### config.mk
export PLATFORM = sky130hd
export DESIGN_NAME = cond_branch_ctrl
export DESIGN_NICKNAME = d
export VERILOG_FILES = /design/src/rtl/cond_branch_ctrl.sv
export SDC_FILE = /design/constraint.sdc
export NUM_CORES = 1
export LEC_CHECK = 0
export CAP_MARGIN = 20
export CORE_MARGIN = 4
export CORE_UTILIZATION = 45
export CTS_CLUSTER_SIZE = 16
export DETAILED_ROUTE_END_ITERATION = 16
export HOLD_SLACK_MARGIN = 0.03
export PLACE_DENSITY = 0.78
export SYNTH_ARGS = -nofsm -noshare
export SYNTH_HDL_FRONTEND = slang
export SYNTH_SLANG_ARGS = --single-unit
### constraint.sdc
create_clock -name clk -period 2.3 [get_ports clk]
set_clock_uncertainty 0.2 [all_clocks]
set_input_delay 0.345 -clock clk [delete_from_list [all_inputs] [get_ports clk]]
set_output_delay 0.345 -clock clk [all_outputs]
set_load 0.01 [all_outputs]
### src/rtl/cond_branch_ctrl.sv
// Conditional branch controller: evaluates {N,Z,C,V} conditions and emits redirect, link write and flush.
// Latency: redirect/link one cycle after acceptance; flush lasts FLUSH_CYCLES; br_ready is low outside IDLE.
module cond_branch_ctrl #(
  parameter int AW           = 32,
  parameter int FLUSH_CYCLES = 2
) (
  input  logic          clk,
  input  logic          rst_n,
  input  logic          flag_we,
  input  logic [3:0]    flag_in,
  input  logic          br_valid,
  output logic          br_ready,
  input  logic [3:0]    br_cond,
  input  logic [AW-1:0] br_pc,
  input  logic [AW-1:0] br_target,
  input  logic          br_link,
  output logic          redirect_valid,
  output logic [AW-1:0] redirect_pc,
  output logic          flush,
  output logic          link_we,
  output logic [AW-1:0] link_data,
  output logic [3:0]    flags_out,
  output logic [15:0]   taken_cnt,
  output logic [15:0]   nottaken_cnt
);

  typedef enum logic [1:0] {IDLE, EVAL, FLUSH} state_t;

  localparam logic [2:0]    FLUSH_LOAD = 3'(FLUSH_CYCLES - 1);
  localparam logic [AW-1:0] LINK_OFS   = AW'(4);

  state_t     state;
  logic [3:0] flags_q;
  logic [2:0] flush_cnt;
  logic       taken_q;
  logic [3:0] eff_flags;
  logic       cond_ok;
  logic       f_n, f_z, f_c, f_v;

  assign flags_out = flags_q;

  // A flag write in the same cycle as the branch is forwarded into the evaluation.
  always_comb begin
    eff_flags = flag_we ? flag_in : flags_q;
    f_n = eff_flags[3];
    f_z = eff_flags[2];
    f_c = eff_flags[1];
    f_v = eff_flags[0];
    cond_ok = 1'b0;
    case (br_cond)
      4'h0: cond_ok = f_z;
      4'h1: cond_ok = !f_z;
      4'h2: cond_ok = f_c;
      4'h3: cond_ok = !f_c;
      4'h4: cond_ok = f_n;
      4'h5: cond_ok = !f_n;
      4'h6: cond_ok = f_v;
      4'h7: cond_ok = !f_v;
      4'h8: cond_ok = f_c && !f_z;
      4'h9: cond_ok = !f_c || f_z;
      4'hA: cond_ok = (f_n == f_v);
      4'hB: cond_ok = (f_n != f_v);
      4'hC: cond_ok = !f_z && (f_n == f_v);
      4'hD: cond_ok = f_z || (f_n != f_v);
      4'hE: cond_ok = 1'b1;
      default: cond_ok = 1'b0;
    endcase
  end

  always_ff @(posedge clk or negedge rst_n) begin
    if (!rst_n) begin
      state          <= IDLE;
      flags_q        <= 4'h0;
      flush_cnt      <= 3'd0;
      taken_q        <= 1'b0;
      br_ready       <= 1'b0;
      redirect_valid <= 1'b0;
      redirect_pc    <= '0;
      flush          <= 1'b0;
      link_we        <= 1'b0;
      link_data      <= '0;
      taken_cnt      <= 16'h0;
      nottaken_cnt   <= 16'h0;
    end else begin
      if (flag_we)
        flags_q <= flag_in;
      redirect_valid <= 1'b0;
      redirect_pc    <= '0;
      link_we        <= 1'b0;
      link_data      <= '0;
      case (state)
        IDLE: begin
          br_ready <= 1'b1;
          flush    <= 1'b0;
          // Pulse outputs are registered here so they appear exactly in the EVAL cycle.
          if (br_valid && br_ready) begin
            state    <= EVAL;
            br_ready <= 1'b0;
            taken_q  <= cond_ok;
            if (cond_ok) begin
              redirect_valid <= 1'b1;
              redirect_pc    <= br_target;
              flush          <= 1'b1;
              link_we        <= br_link;
              link_data      <= br_link ? (br_pc + LINK_OFS) : '0;
            end
          end
        end
        EVAL: begin
          if (taken_q) begin
            if (taken_cnt != 16'hFFFF)
              taken_cnt <= taken_cnt + 16'd1;
            if (FLUSH_CYCLES == 1) begin
              state    <= IDLE;
              flush    <= 1'b0;
              br_ready <= 1'b1;
            end else begin
              state     <= FLUSH;
              flush_cnt <= FLUSH_LOAD;
            end
          end else begin
            if (nottaken_cnt != 16'hFFFF)
              nottaken_cnt <= nottaken_cnt + 16'd1;
            state    <= IDLE;
            br_ready <= 1'b1;
          end
        end
        FLUSH: begin
          if (flush_cnt == 3'd1) begin
            state     <= IDLE;
            flush     <= 1'b0;
            br_ready  <= 1'b1;
            flush_cnt <= 3'd0;
          end else begin
            flush_cnt <= flush_cnt - 3'd1;
          end
        end
        default: state <= IDLE;
      endcase
    end
  end

endmodule

* Word-level counts from Yosys, hierarchy flattened
Cells that the tools add are included.
Word-level totals: flip-flop bits (word level) 110, bits of input ports 77
Cells by class: add/subtract/negate cells 4, equal/unequal tests 25, multiplexer cells 28, bitwise gates (word level) 1, reduce and logical (&&, ||, !) cells 21
Operators with widths (number):
- two-way mux 32 bit | 7
- adder 16 x 1 -> 16 bit (second input constant) | 2
- adder 32 x 3 -> 32 bit (second input constant) | 1
- != test 16 bit (second input constant) | 2
- equality test 4 bit (second input constant) | 7
- equality test 4 x 3 -> 1 bit (second input constant) | 4
- one-hot mux 1 bit (15 select lines) | 1
- two-way mux 1 bit | 10
- AND reduction 3 bit | 3
- equality test 4 x 2 -> 1 bit (second input constant) | 2
- != test 2 bit (second input constant) | 4
- AND reduction 2 bit | 4
- two-way mux 2 bit | 3
- two-way mux 3 bit | 2
- one-hot mux 2 bit (3 select lines) | 1
- one-hot mux 3 bit (2 select lines) | 1
- equality test 4 x 1 -> 1 bit (second input constant) | 1
- zero test 1 bit | 4
- zero test 4 bit | 1
- two-way mux 4 bit | 1
- nonzero test 2 bit | 2
- equality test 3 x 1 -> 1 bit (second input constant) | 1
- logical AND 1 bit | 3
- one-hot mux 1 bit (3 select lines) | 1
- other kinds (10) | 11

* Depth between registers and ports, before layout
depth in word-level cells 7, mapped depth 9, gate-level depth less buffers 7

* Worst setup path before layout
Ideal clock, no wire load.
path type input to register, start in flag_we, end reg redirect_pc[10], library setup time 0.120 ns, arrival time 1.761 ns, required time 1.980 ns, setup slack 0.219 ns, cell stages on the path 9, buffers on the path 3, path through buf_6 > mux2_4 > a2bb2oi_1 > o41a_1 > o221ai_2 > or2_1 > buf_6 > buf_8 > and3_1
On the way: cells in the longest elaborated chain, start to end 7, elaborated cells between the ends (all ways) 15
RTL lines:
- start: declaration | RTL line 9 | input logic flag_we,
- two-way mux 4 bit *
- named net eff_flags[0] | RTL line 36 | logic [3:0] eff_flags;
- != test 1 bit / equality test 1 bit (equally long branches)
- logical OR 1 bit / logical AND 1 bit (equally long branches) | RTL line 64, 63
- one-hot mux 1 bit (15 select lines) * | RTL line 50 | case (br_cond)
- two-way mux 32 bit * | RTL line 100 | if (cond_ok) begin
- two-way mux 32 bit * | RTL line 96 | if (br_valid && br_ready) begin
- two-way mux 32 bit * | RTL line 91 | case (state)
- end signal: assignment | RTL line 102 | redirect_pc <= br_target;
- end: declaration | RTL line 18 | output logic [AW-1:0] redirect_pc,
Mark *: on every way through the listed nets, which the timed path passes. The rest lies on a longest branch. A chain may end at the register's enable or synchronous reset.

* Worst setup path in the final report
start in br_cond[2], end reg redirect_pc[23]
On the way: cells in the longest elaborated chain, start to end 5, elaborated cells between the ends (all ways) 19
RTL lines:
- start: declaration | RTL line 13 | input logic [3:0] br_cond,
- equality test 4 bit, or another cell as far along | RTL line 50
- one-hot mux 1 bit (15 select lines) * | RTL line 50
- two-way mux 32 bit * | RTL line 100
- two-way mux 32 bit * | RTL line 96
- two-way mux 32 bit * | RTL line 91
Every way passes the cells marked *; elsewhere a longest branch is shown, timed or not.

==> implementation parameters <==
Parameter                              Value

Clocking
  Clock Path Buffers ... 2
  Clock slew at the register clock pins of the worst setup and hold paths ... 0.10 ns
  TritonCTS clock tree ... yes
  CTS sink cnt ... 110
  Number of buffers inserted during clock tree synthesis ... 9
  H-tree depth ... 3
  Cell chosen for the clock root ... sky130_fd_sc_hd__clkbuf_8
  Worst-skew pair later-pin latency ... 0.36 ns

Synth
  Most frequent cells after synthesis ... sky130_fd_sc_hd__dfrtp_1 (110), sky130_fd_sc_hd__nor2_1 (53), sky130_fd_sc_hd__and3_1 (40)
  Part of the Yosys area used for sequential elements ... 55.58%
  Post-synth EDFFs ... 0
  Share of synthesized registers carrying an async set or reset ... 100.0%
  Count leader, synth ... sky130_fd_sc_hd__dfrtp_1
  Yosys reg bits ... 110
  Warnings, synthesis ... 0
  Post-synth cell types ... 50
  Mean instance size in the synthesized netlist ... 11.08 sq um
  Net count after synthesis ... 533
  Leading register cell type out of synthesis ... sky130_fd_sc_hd__dfrtp_1
  Post-synth top area cell ... sky130_fd_sc_hd__dfrtp_1
  Gate Count Post-Synth ... 447
  Ranking of synthesized cells by area ... sky130_fd_sc_hd__dfrtp_1 (56%), sky130_fd_sc_hd__xnor2_1 (5.7%), sky130_fd_sc_hd__xor2_1 (5.1%)
  Area fraction of the dominant cell type after synthesis ... 55.58%
  Area of the mapped netlist ... 0.004952 sq mm

GRT
  GRT Residual Overflow ... 0
  Antenna violations before repair ... 0
  Global Route Usage Sum ... 19.88%
  Vias in the first global route ... 4193
  Wire length of the first global-routing pass ... 20410 um
  Pin count of the biggest net entering global routing ... 53

Floorplan
  Die area ... 0.01275 sq mm
  Die Width ... 112.9 um
  Die span in y ... 112.9 um
  Number of ports placed on the die boundary ... 181
  Initial Util ... 45.88%
  Placement Rows ... 38
  Placeable Area ... 0.01079 sq mm

Cells and area
  Area overhead of the layout relative to synthesis ... 48.94%
  Diodes inserted ... 0
  Ratio of cells with drive above 1 in the final layout ... 10.88%
  Final net count ... 754
  Final cell count without fillers ... 811

STA
  RSZ-0062 raised after global routing ... no
  Transition time at the pin with the least slew margin ... 0.4956 ns
  Pins Over Slew Limit ... 0
  # setup viols final ... 0
  WHS ... 0.2772 ns
  Setup TNS ... 0 ns
  Slew margin rel. ... 66.96%
  Final period util ... 94.84%
  Maximum achievable frequency ... 458.4 MHz
  Final min period ... 2.181 ns
  Final count of hold timing violations ... 0

Drt
  First-iteration detailed-routing DRC count ... 158
  Antenna Violating Nets Remaining ... 0
  Via/cell ratio ... 4.962
  Post-detailed-route DRC marker count ... 0
  Final Routed Wirelength ... 12490 um
  Initial DRT Pass Iterations ... 4
  Vias ... 4024
  Per-cell routed wire length ... 15.39 um

Placement
  Final weighted congestion in routability-driven placement ... 0.8476
  Port buffer count ... 180
  Post-detail-place hpwl ... 9818 um
  Placed Cells incl. Taps ... 796

Outcome
  Run status ... complete, no violations

Power and ir drop
  Net switching share of the total power ... 30.90%
  Internal power ... 3.617 mW
  Worst IR Drop VDD ... 0.4047 mV
  Net Switching ... 1.618 mW
  Clk pwr share ... 22.0%
  Total Power ... 5.235 mW
  Pwr/cell area ... 709.7 mW/mm^2
  Fraction of power consumed by sequential logic ... 45.2%
  Comb power frac ... 32.9%
  Leak Pwr ... 3.389 nW

Hold path
  Worst hold-check path type ... in2async

Critical path
  Critical Path Slowest Stage Cell ... sky130_fd_sc_hd__clkdlybuf4s50_1
  CP required ... 2.39 ns
  Type of the setup path with the least slack ... in2reg
  Worst path cell trace ... clkdlybuf4s50_1 > or4b_1 > a2bb2oi_1 > o41a_1 > o221ai_2 > or2_1 > buf_12 > and3_1
  Startpoint type of the worst setup path ... primary input
  Arrival time of data at the critical path endpoint ... 2.27 ns
  Slowest cell delay on critical path ... 0.53 ns
  Critical Path Fanout Max ... 35
  Category of the worst setup path capture point ... flip-flop

Job
  Max-Cap Viols ... 0
-- final cells by class --
type                    instances  area (sq um)
multi-input cells             311          2046
clock buffers                  11         141.4
flip-flops and latches        110          2753
fillers                       855          3417
well taps                     140         175.2
clock inverters                 3         43.79
inverters                      11         41.29
repair buffers                225          2176
-- cell families (layout without fill, tap and decap cells) --
logic type,after synthesis,count (layout),share of synthesized area (%)
and+or+nand+nor,202,202,21.53
AOI/OAI and AO/OA,28,28,3.740
DFF,110,110,55.58
xor gates and xnor gates,61,61,10.79
buffers and inverters,26,250,3.234
muxes,11,11,2.855
adders and majority gates,9,9,2.274
-- per-layer routing --
metal / vias up / GRT usage (%) / share of wire (%)
li1: 1956 / - / -
met1: 1936 / 22.48 / 38
met2: 114 / 34.83 / 51
met3: 18 / 7.273 / 8.7
met4: 0 / 6.571 / 1.9
met5: - / 0 / 0
-- registers in the layout, summed over array words and instances, names as in the netlist --
register and cells:
flush_cnt 3, link_data 32, br_ready 1, link_we 1, redirect_valid 1, redirect_pc 32
nottaken_cnt 16, flush 1, state 2, taken_cnt 16, taken_q 1, flags_out 4
-- critical path: cells and delay by family --
kind,cells,cell delay (ns)
buffers and inverters,2,0.71
and+or+nand+nor,3,0.88
AOI/OAI and AO/OA,3,0.32
-- timing repair --
action,4_1_cts,5_1_grt
cloned,0,0
endpoints found under the setup margin,68,34
resized for setup,2,1
hold buffers,1,0
hold endpoints to repair,36,0
setup buffers,0,0
pin swaps,0,0
-- through the flow --
step,utilization (%),setup slack [ns],cell area (sq um)
6_report,68.34,0.1187,7376
5_1_grt,68.34,0.03853,7376
4_1_cts,68.34,0.08923,7376
3_5_place_dp,66.54,-0.4754,7182
3_3_place_gp,66.54,-0.4380,7182
2_1_floorplan,-,0.2190,4952
-- worst paths after layout --
kind	startpoint	to	slack, ns	cells past startpoint
worst max-delay path	br_cond[2]	redirect_pc[23]	0.12	8
worst min-delay path	rst_n	taken_cnt[9]	0.28	2
worst max register to register	nottaken_cnt[6]	nottaken_cnt[7]	0.23	7
worst min register to register	nottaken_cnt[14]	nottaken_cnt[14]	0.30	1
max in group asynchronous	rst_n	link_data[6]	0.92	3
min in group clk	nottaken_cnt[14]	nottaken_cnt[14]	0.30	1
-- cells in the final DEF, fill, tap and decap left out, drive strengths merged, types with 2 or more instances in the layout --
master and n:
buf 45, and4 6, mux2 6, or3 2
nand2b 4, ha 9, dfrtp 110, or2 2
nand4 13, nor3 7, nor2b 6, xor2 29
clkbuf 11, inv 12, xnor2 32, a21oi 8
mux2i 5, o21ai 9, nor2 53, clkdlybuf4s50 178
and2 8, and3 40, nand2 33, nand3 22
-- power groups by stage --
stage / Clock, mW / Sequential, mW / Combinational [mW]
4_1_cts: 1.17 / 2.36 / 1.73
3_3_place_gp: 0 / 2.39 / 1.66
6_report: 1.15 / 2.36 / 1.72
5_1_grt: 1.25 / 2.40 / 1.88
2_1_floorplan: 0 / 2.48 / 0.722
3_5_place_dp: 0 / 2.40 / 1.72
(Power assumes the default switching activity.)
==> RTL edit 1, RTL diff (config.mk and constraints unchanged) <==
The parameter `AW` goes from 32 to 16.
--- a/src/rtl/cond_branch_ctrl.sv
+++ b/src/rtl/cond_branch_ctrl.sv
@@ -1,7 +1,7 @@
 // Conditional branch controller: evaluates {N,Z,C,V} conditions and emits redirect, link write and flush.
 // Latency: redirect/link one cycle after acceptance; flush lasts FLUSH_CYCLES; br_ready is low outside IDLE.
 module cond_branch_ctrl #(
-  parameter int AW           = 32,
+  parameter int AW           = 16,
   parameter int FLUSH_CYCLES = 2
 ) (
   input  logic          clk,
Interface: changed (resized br_pc, br_target, link_data and redirect_pc); port bits go from 181 to 117. No check against the original RTL was run, so the function may have changed too.
==> RTL edit 1 against the unedited design <==
  * Setup slack got worse by 0.043 ns
  * Combinational power down 12%
  * Sequential cell count is 32 lower
  * Count of clock-buffer cells in the layout increased by 1
  * Power decreased by 21%
  * Area after synthesis shrank 24%
  * Non-clock buffer count shrank 81
  * Fmax down 1.9%
  * Design area is 27% lower
  * Wire length fell by 29%
  * Largest cell class unchanged
==> RTL edit 1: results (changes against the unedited design) <==
Power
The standby leakage power is 0.00230 µW (-32%). The worst-case vdd ir drop is 378 µV (-6.5%). The net switching component of the power is 1380 µW (-15%).

Worst setup path
The end of the worst register-to-register path is nottaken_cnt[15]. The reg-to-reg setup timing slack is 0.11 ns (-0.12 ns). The standard cell with the maximum stage delay on the critical path is or4_1. The maximum fanout along the worst path was 36 (+2.9%). The largest incremental delay on the critical path is 0.51 ns (-0.02 ns). The worst reg2reg path startpoint is state[1].

The last element of the critical path is link_data[2].

Route
The initial detailed-routing violation count is 113 (-28%). The topmost layer with routed signal wires is met4. The met1 layer wirelength in the final routing is 3650 µm (-24%). The wire length reported by the detailed router is 8870 µm (-29%). The per-cell via count in the routed design came to 5.25 (+5.8%). The length of routed met2 wiring is 4460 µm (-30%). The total met3 wirelength after detailed routing is 662 µm (-39%). The average routed wire per standard cell is 14.7 µm (-4.5%).

Global routing
The number of global-route vias before repair came to 3198 (-24%). The first-pass GRT wire length came to 14800 µm (-27%). The overall track demand over capacity in global routing is 0.184 (-0.0153). The initial antenna violation count was 0 (unchanged). The pin count of the biggest net entering global routing is 79 (+49%).

Place
The placed instance area is 5190 µm² (-28%). The placer's final routability congestion estimate is 0.828 (-2.3%). The count of input and output buffers is 116 (-36%). The total half-perimeter wirelength after legalization and detailed placement is 6540 µm (-33%). The number of placed instances, taps included is 586 (-26%).

Final layout
The layout net count came to 551 (-27%). The share of post-route cells with drive strength above 1 is 0.138 (+0.0289). The final-layout fill cell count was 604 (-29%).

Timing
The total count of max-transition violations in the final report is 0 (unchanged). The max-slew headroom at the worst pin is 0.562 (-0.108).

Logic synthesis
The register area share after synthesis came to 0.522 (-0.0341). The net count after synthesis is 409 (-23%). Sorting the synthesized cells by how often they occur yields dfrtp_1 (78), nand2_1 (43), a21oi_1 (32). The proportion of synthesized flip-flops having asynchronous set or reset is 1.00 (unchanged). The number of unique standard cell types used by synthesis is 44 (-12%).

The post-synthesis instance total is 355 (-21%). By area the synthesized netlist is led by dfrtp_1 (52%), xnor2_1 (5.4%), nand2_1 (4.3%), a21oi_1 (4.3%), xor2_1 (4.2%).

Clock network
The clock slew seen by the registers of the worst setup and hold paths is 0.08 ns (-0.02 ns). The number of CTS-inserted buffers is 9 (unchanged). The insertion delay to the later sink of the worst-skew pair is 0.33 ns (-0.03 ns).

Outcome
The flow ran to the end, and the final reports show no timing, DRC or antenna violations.

Hold path
In this run the worst hold path is classified as register to register.
## RTL edit 1: changes by cell type after synthesis, sizes merged, moves of 6 or more
cell / change
a21oi: +24
xor2: -11
nor2: -34
xnor2: -9
dfrtp: -32
and3: -35
nand2: +10
and2: -6
a211oi: +14
## RTL edit 1: worst min path at each step
stage	to	cells after the start	start
finish	nottaken_cnt[12]	1	nottaken_cnt[12]
global route	nottaken_cnt[12]	1	nottaken_cnt[12]
CTS	flush_cnt[1]	2	flush_cnt[1]
detailed placement	taken_cnt[10]	2	rst_n
global placement	taken_cnt[10]	2	rst_n
floorplan	br_ready	0	rst_n
## RTL edit 1: metal layers
layer / global-route usage / vias up
li1: - / 1539
met5: 0 / -
met2: 0.322 / 102
met3: 0.0512 / 14
met4: 0.0515 / 0
met1: 0.221 / 1509
## RTL edit 1: kinds of logic after synthesis
kind of cell | count (synthesis) | synth area share
mux | 10 | 0.0331
compound gates | 70 | 0.123
xor+xnor | 41 | 0.0960
flops | 78 | 0.522
simple gates | 123 | 0.163
buf+inv | 24 | 0.0331
fa+ha+maj | 9 | 0.0301
## RTL edit 1: cell type report
class,count,share of cell area
repair buffers,144,0.261
inverters,11,0.00763
multi-input cells,253,0.315
flip-flops and latches,78,0.361
clock buffers,12,0.0287
clock inverters,3,0.00347
well taps,102,0.0236
## RTL edit 1: stage by stage
step | hold slack [ns] | setup slack [ns] | power (µW) | util
after floorplan | -0.151 | 0.0117 | 2500 | -
after detailed placement | 0.197 | -0.465 | 3240 | 0.659
after CTS | 0.290 | 0.00802 | 4180 | 0.683
final | 0.298 | 0.0755 | 4160 | 0.686
after global placement | 0.195 | -0.349 | 3190 | 0.659
after global routing | 0.322 | 0.0298 | 4440 | 0.686
## RTL edit 1: repair_timing
| action | 4_1_cts | 5_1_grt |
|---|---|---|
| endpoints found under the hold margin | 78 | 0 |
| setup buffers | 1 | 0 |
| resized for setup | 3 | 5 |
| pin swaps | 0 | 1 |
| hold buffers | 1 | 0 |
| setup endpoints to repair | 15 | 5 |
## RTL edit 1: worst register-to-register path: stages (launching register included)
cell	delay (ns)
dfrtp_1	0.41
inv_2	0.08
ha_2	0.17
and2b_2	0.15
nand4_1	0.13
or4_4	0.45
nor2_2	0.14
mux2_2	0.34
## RTL edit 1: power by group through the flow
| stage | Sequential [µW] | Combinational, µW | Clock (µW) |
|---|---|---|---|
| after global placement | 1750 | 1440 | 0 |
| after global routing | 1770 | 1650 | 1020 |
| after floorplan | 1830 | 668 | 0 |
| after detailed placement | 1750 | 1480 | 0 |
| after CTS | 1730 | 1510 | 944 |
| final | 1730 | 1510 | 923 |
==> RTL edit 2, RTL diff (same settings) <==
Without the edit above. Re-encode `state_t` (3 states) as one-hot, 3 bits wide.
--- a/src/rtl/cond_branch_ctrl.sv
+++ b/src/rtl/cond_branch_ctrl.sv
@@ -24,7 +24,7 @@
   output logic [15:0]   nottaken_cnt
 );
 
-  typedef enum logic [1:0] {IDLE, EVAL, FLUSH} state_t;
+  typedef enum logic [2:0] {IDLE = 3'b001, EVAL = 3'b010, FLUSH = 3'b100} state_t;
 
   localparam logic [2:0]    FLUSH_LOAD = 3'(FLUSH_CYCLES - 1);
   localparam logic [AW-1:0] LINK_OFS   = AW'(4);
Function: no difference found for any inputs over 4 cycles, from zero or initial values and one cycle with rst_n low; so few cycles prove little.
==> RTL edit 2 against the unedited design <==
  * The flow now finishes with violations (negative setup slack)
  * Sequential share of layout area decreased by 1.9 points
  * Sequential cell count grew 1
  * Fmax down 5.4%
  * Power increased by 2.7%
  * Combinational power is 16% lower
  * Design area increased by 6.4%
  * Area after synthesis is 2.3% higher
  * Final cell count rose by 1.1%
  * Wire length is 4.9% higher
  * Clock power grew 38%
  * Setup slack got worse by 0.13 ns
  * Largest cell class unchanged
==> RTL edit 2: results (changes against the unedited design) <==
Worst setup path
The slowest stage of the critical path is the or4b_4 cell. The maximum fanout along the worst path was 8 (-77%). The largest incremental delay on the critical path was 0.46 ns (-0.07 ns). The data arrival time of the worst path is 2.37 ns (+0.10 ns).

Logic synthesis
The synthesis warning total was 0 (unchanged). The mux share of post-synthesis cell area was 0.0217 (-0.00681). By count the netlist is led by dfrtp_1 (110), and3_1 (47), xor2_1 (32). The largest family of logic cells by synthesized area is simple AND/OR/NAND/NOR gates. The post-synthesis adder-cell area fraction is 0.0124 (-0.0104). The primary flip-flop cell chosen by synthesis mapping is dfrtp_1. The synthesized area per cell is 11.4 µm² (+3.2%). The compound-cell area share of the yosys netlist was 0.0296 (-0.00775). The fraction of synthesized cell area in xor and xnor cells is 0.107 (-0.000669).

The register area share after synthesis is 0.549 (-0.00717). The number of unique standard cell types used by synthesis is 49 (-2.0%). In the post-synthesis netlist, the biggest area contributors are dfrtp_1 (54%), and3_1 (5.8%), xor2_1 (5.5%), nor3_2 (5.3%), xnor2_1 (5.2%). The net count after synthesis is 525 (-1.5%).

Timing
The worst-margin pin slew is 0.431 ns (-0.0643 ns). The post-layout worst setup margin is -0.00632 ns (-0.125 ns). The total setup violations reported at the end of the flow is 2 (+2).

Route
The total met3 wirelength after detailed routing is 527 µm (-51%). The length of routed met2 wiring is 6900 µm (+8.4%). The wire length reported by the detailed router is 13100 µm (+4.9%). The average routed wire per standard cell was 16.0 µm (+3.8%). The met1 layer wirelength in the final routing is 5450 µm (+14%). The number of detailed-route iterations in the first pass is 4 (unchanged). The topmost layer with routed signal wires is met4.

The initial detailed-routing violation count is 280 (+77%). The per-cell via count in the routed design was 5.03 (+1.3%).

Final layout
The share of post-route cells with drive strength above 1 is 0.178 (+0.0691). The layout net count is 757 (+0.40%). The final-layout fill cell count is 803 (-6.1%). The largest registers in the layout are link_data x32, redirect_pc x32.

Clock network
The number of CTS-inserted buffers is 9 (unchanged). The number of buffers added for setup after CTS is 1 (+1). The number of gates resized after cts is 15 (+13).

The insertion delay to the later sink of the worst-skew pair came to 0.34 ns (-0.02 ns). The maximum clock insertion buffer count is 2 (unchanged). The tree is rooted in a clkbuf_16. The clock slew seen by the registers of the worst setup and hold paths is 0.08 ns (-0.02 ns).

Place
The number of placed instances, taps included is 801 (+0.63%). The total half-perimeter wirelength after legalization and detailed placement is 10000 µm (+1.9%). The placer's final routability congestion estimate is 0.823 (-2.9%).

Power
The worst-case vdd ir drop came to 460 µV (+14%). The total combinational power came to 1450 µW (-16%). The fraction of power spent switching nets was 0.292 (-0.0174). The standby leakage power is 0.00358 µW (+5.5%). The part of the power in the clock network came to 0.296 (+0.076).

Global routing
The global routing met3 resource utilization was 0.0391 (-0.0336). The overall track demand over capacity in global routing is 0.207 (+0.00831). The first-pass GRT wire length is 21400 µm (+4.8%). The met2 track demand over resource is 0.360 (+0.0119).

The global-route track usage on met1 is 0.263 (+0.0383). The pin count of the biggest net entering global routing is 74 (+40%). The number of global-route vias before repair is 4336 (+3.4%).

Outcome
The checks that failed: negative setup slack. The run finished, with violations left.
-- RTL edit 2: cell count changes after synthesis, moves of 4 or more --
cell and change:
nor2b_1 -4, nor2_1 -30, clkbuf_1 +4, and3_1 +7
nor3_2 +26, ha_1 -4, nand3_1 +6, nand4_1 +4
nand2_1 -7, a21oi_1 -4
-- RTL edit 2: path summary, 6_finish.rpt --
path	startpoint	end	slack [ns]	cells past startpoint
worst max-delay path	flags_out[2]	link_data[18]	-0.006	8
worst min-delay path	rst_n	nottaken_cnt[4]	0.27	2
worst max register to register	flags_out[2]	link_data[18]	-0.006	8
worst min register to register	flush_cnt[2]	flush_cnt[2]	0.28	1
max in group asynchronous	rst_n	flags_out[3]	0.92	3
min in group clk	flush_cnt[2]	flush_cnt[2]	0.28	1
-- RTL edit 2: area by class of cell --
cell class / instances / area [µm²] / area share
inverters: 14 / 52.6 / 0.00670
clock buffers: 11 / 243 / 0.0309
clock inverters: 5 / 65.1 / 0.00829
well taps: 140 / 175 / 0.0223
flip-flops and latches: 111 / 2780 / 0.354
multi-input cells: 298 / 2180 / 0.278
repair buffers: 241 / 2350 / 0.299
-- RTL edit 2: through the flow --
| stage | setup WS [ns] | power (µW) | setup TNS [ns] | area [µm²] |
|---|---|---|---|---|
| 6_report | -0.00632 | 5380 | -0.00696 | 7850 |
| 5_1_grt | -0.112 | 5670 | -1.55 | 7850 |
| 4_1_cts | -0.00783 | 5400 | -0.0316 | 7810 |
| 3_5_place_dp | -0.737 | 3760 | -43.86 | 7430 |
| 3_3_place_gp | -0.663 | 3710 | -38.41 | 7430 |
| 2_1_floorplan | -0.0586 | 3000 | -0.225 | 5090 |
